`config.mk`:
```
export PLATFORM = sky130hd
export DESIGN_NAME = port_input_conditioner
export DESIGN_NICKNAME = d
export VERILOG_FILES = /design/src/rtl/port_input_conditioner.sv
export SDC_FILE = /design/constraint.sdc
export NUM_CORES = 1
export LEC_CHECK = 0
export CORE_ASPECT_RATIO = 2
export CORE_MARGIN = 10
export CORE_UTILIZATION = 54
export DETAILED_ROUTE_END_ITERATION = 16
export GPL_ROUTABILITY_DRIVEN = 0
export PLACE_DENSITY = 0.78
export RECOVER_POWER = 50
export SYNTH_ARGS = -nofsm -noshare
export SYNTH_HDL_FRONTEND = slang
export SYNTH_SLANG_ARGS = --single-unit
```
`constraint.sdc`:
```
create_clock -name clk -period 3.75 [get_ports clk]
set_input_delay 0.5625 -clock clk [delete_from_list [all_inputs] [get_ports clk]]
set_output_delay 0.5625 -clock clk [all_outputs]
set_load 0.03 [all_outputs]
```
`src/rtl/port_input_conditioner.sv`:
```
// rtl/port_input_conditioner.sv - synchronise, debounce and edge-detect raw input lines
// Each bit gets a sync chain, a consecutive-mismatch counter, registered edge pulses and a sticky event latch.
module port_input_conditioner #(
  parameter int   WIDTH           = 4,
  parameter int   SYNC_STAGES     = 2,
  parameter int   DEBOUNCE_CYCLES = 16,
  parameter logic RESET_LEVEL     = 1'b0
) (
  input  logic             clk,
  input  logic             rst_n,
  input  logic [WIDTH-1:0] in_raw,
  input  logic [WIDTH-1:0] in_ack,
  output logic [WIDTH-1:0] out_port,
  output logic [WIDTH-1:0] out_rise,
  output logic [WIDTH-1:0] out_fall,
  output logic [WIDTH-1:0] out_event,
  output logic             out_any_event
);

  localparam int CNT_W = (DEBOUNCE_CYCLES > 1) ? $clog2(DEBOUNCE_CYCLES) : 1;
  localparam logic [CNT_W-1:0] CNT_MAX = CNT_W'(DEBOUNCE_CYCLES - 1);

  logic [WIDTH-1:0] sync_q [SYNC_STAGES];
  logic [WIDTH-1:0] sync;
  logic [CNT_W-1:0] cnt [WIDTH];
  logic [WIDTH-1:0] accept;

  always_ff @(posedge clk or negedge rst_n) begin
    if (!rst_n) begin
      for (int s = 0; s < SYNC_STAGES; s++) begin
        sync_q[s] <= {WIDTH{RESET_LEVEL}};
      end
    end else begin
      sync_q[0] <= in_raw;
      for (int s = 1; s < SYNC_STAGES; s++) begin
        sync_q[s] <= sync_q[s-1];
      end
    end
  end

  assign sync = sync_q[SYNC_STAGES-1];

  // A bit is accepted on the edge where its mismatch has persisted DEBOUNCE_CYCLES edges.
  always_comb begin
    accept = '0;
    for (int i = 0; i < WIDTH; i++) begin
      accept[i] = (sync[i] != out_port[i]) && (cnt[i] == CNT_MAX);
    end
  end

  always_ff @(posedge clk or negedge rst_n) begin
    if (!rst_n) begin
      for (int i = 0; i < WIDTH; i++) begin
        cnt[i] <= '0;
      end
      out_port  <= {WIDTH{RESET_LEVEL}};
      out_rise  <= '0;
      out_fall  <= '0;
      out_event <= '0;
    end else begin
      for (int i = 0; i < WIDTH; i++) begin
        if (sync[i] == out_port[i]) begin
          cnt[i] <= '0;
        end else if (accept[i]) begin
          cnt[i]      <= '0;
          out_port[i] <= sync[i];
        end else begin
          cnt[i] <= cnt[i] + 1'b1;
        end
      end
      out_rise  <= accept & sync;
      out_fall  <= accept & ~sync;
      // Set has priority over acknowledge so a press landing on an ack edge is kept.
      out_event <= (accept & sync) | (out_event & ~in_ack);
    end
  end

  assign out_any_event = |out_event;

endmodule

```
==> metrics <==
Leakage=0.8047 nW; Critical-path top delay cell=clkbuf_1; Routed Antenna Nets=0; CTS tree=done; CP arrival=2.01 ns; Worst-Skew Late Latency=0.29 ns; minimum clock period=2.022 ns; Die H=95.10 µm; buffers and inverters on the worst path=1; critical-path cell list=clkbuf_1; sequential fraction of the synthesis area=0.6574; Slew HR=-0.3627; drt initial violations=4; Post-synth ARST share=1.000; Initial Util=0.5565; most frequent cell after synthesis=dfrtp_1; worst min-delay path class=flip-flop to flip-flop; routed len/inst=16.08 µm; Site Rows=27; Yosys Warn Count=0; number of fill cells=189; kind of end point of the critical path=async pin; residual DRC count=0; Detailed Route WL=2.765 mm; dominant synthesized flop cell=dfrtp_1; Synth area leader=dfrtp_1; Via density=5.436; failing checks=capacitance limit, slew limit; Synth top area share=0.6574; Top-Level Pins=27; RSZ-0062 raised after global routing=no; VDD IR-drop max=0.3663 mV; Final Max Slew Viols=41; initial antenna violation count=0; Clock Path Buffers=2; Setup-failing EPs final=0; Critical Path Fanout Max=40; post-synthesis cell area=1523 µm²; EDFF count, synth=0; startpoint types=primary input; top post-synthesis cells by area=dfrtp_1 66%, xnor2_1 4.6%, ha_1 3.3%; Least-Margin Pin Slew=2.044 ns; Hold Violations, Final=0; Syn Nets=123; first-pass GRT wire length=4.698 mm; CTS resizes=0; CTS Sinks=40; post-synthesis cell type count=16; layout cells sized above 1=0.1259; P&R area growth vs syn=24.98%; Yosys reg bits=40; Max Cap Violations=1; Placed Area=1814 µm²; Commonest cells post-synth=40 x dfrtp_1, 8 x a21oi_1, 8 x inv_1, 8 x xnor2_1; Max Fclk=494.6 MHz; CP delay by family, top=buffers and inverters; syn_area_per_cell=13.97 µm²; GRT overflow=0; DR vias=935; Die ar.=5473 µm²; crit path kind=primary input to async pin; pin count of the biggest net entering global routing=41; Port Buffers=26; Clock Skews=0.004254 ns; slowest stage delay, CP=1.44 ns; register clock-pin slew on the reported worst setup and hold paths=0.07 ns; final-stage net count=156; vias in the first global route=1027; Design Area, Final=1903 µm²; # diodes=0; DRT Pass-1 Iters=2; worst path required time=3.74 ns; TritonCTS Buffers=5; Post-DP HPWL=2.112 mm; final period utilization=0.5392; Core ar.=2736 µm²; H-tree lvl count=2; outcome=finished, violations left; TNS Setup=0 ns; cts hold-fix bufs=0; pwr dens=415.4 nW/µm²; Cells after Synth=109; GRT Overall Usage=0.1077; Root Buffer=clkbuf_8; Die Span X=57.55 µm; setup bufs post-CTS=0
per-stage QoR:
| step | utilization | hold WS [ns] | setup slack (ns) | power, mW | std cells |
|---|---|---|---|---|---|
| 2_1_floorplan | - | 0.2669 | 2.293 | 0.4886 | 109 |
| 6_report | 0.6955 | 0.3510 | 1.728 | 0.7905 | 172 |
| 4_1_cts | 0.6959 | 0.3535 | 1.724 | 0.7990 | 172 |
| 3_5_place_dp | 0.6630 | 0.3373 | 2.040 | 0.5140 | 164 |
| 3_3_place_gp | 0.6630 | 0.3336 | 2.067 | 0.5099 | 164 |
| 5_1_grt | 0.6955 | 0.3589 | 1.381 | 0.8204 | 172 |
power breakdown:
| group | leakage (nW) | switching, mW | internal [mW] |
|---|---|---|---|
| logic | 0.229 | 0.0216 | 0.0215 |
| clock network | 0.0455 | 0.136 | 0.150 |
| registers | 0.530 | 0.0151 | 0.446 |
| total | 0.805 | 0.173 | 0.618 |
layer usage:
layer	wire length, µm	GRT usage	share of wire	vias up
li1	-	-	-	450
met1	1055	0.1066	0.38	453
met2	1405	0.1808	0.51	26
met3	249	0.05726	0.090	6
met4	54	0.04724	0.020	0
met5	0	0	0	-
path summary, 6_finish.rpt:
| check | startpoint | end | slack [ns] | cells after the start |
|---|---|---|---|---|
| setup reg to reg | cnt[8] | out_port[1] | 2.48 | 3 |
| min in group asynchronous | rst_n | out_event[1] | 0.86 | 1 |
| setup / recovery | rst_n | cnt[6] | 1.73 | 1 |
| hold / removal | sync_q[7] | sync[3] | 0.35 | 0 |
| max in group clk | out_event[1] | out_any_event | 1.74 | 3 |
| hold reg to reg | sync_q[7] | sync[3] | 0.35 | 0 |
cell families after synthesis:
kind of cell	after synthesis	share of synthesized area
compound gates	20	0.08217
flops	40	0.6574
mux	4	0.02958
buf+inv	8	0.01972
xor+xnor	8	0.04602
simple gates	25	0.1323
fa+ha+maj	4	0.03287
sequential cells by signal, indices dropped and copies added, names as in the netlist:
name and count:
sync_q 4, sync 4, out_event 4, out_rise 4, cnt 16, out_fall 4, out_port 4
cell type report:
cell class	count	area [µm²]	share of cell area
Clock buffer	8	90.09	0.04734
Timing Repair Buffer	26	254.0	0.1335
Multi-Input combinational cell	61	491.7	0.2584
Inverter	8	30.03	0.01578
Tap cell	29	36.28	0.01907
Sequential cell	40	1001	0.5260
cells in the final DEF, fill, tap and decap left out, types with 6 or more instances in the layout:
| cell | synthesis | final |
|---|---|---|
| dfrtp_1 | 40 | 40 |
| clkdlybuf4s50_1 | 0 | 21 |
| xnor2_1 | 8 | 8 |
| inv_1 | 8 | 8 |
| a21oi_1 | 8 | 8 |
| clkbuf_8 | 0 | 6 |
Power figures use the tool's default switching activity.
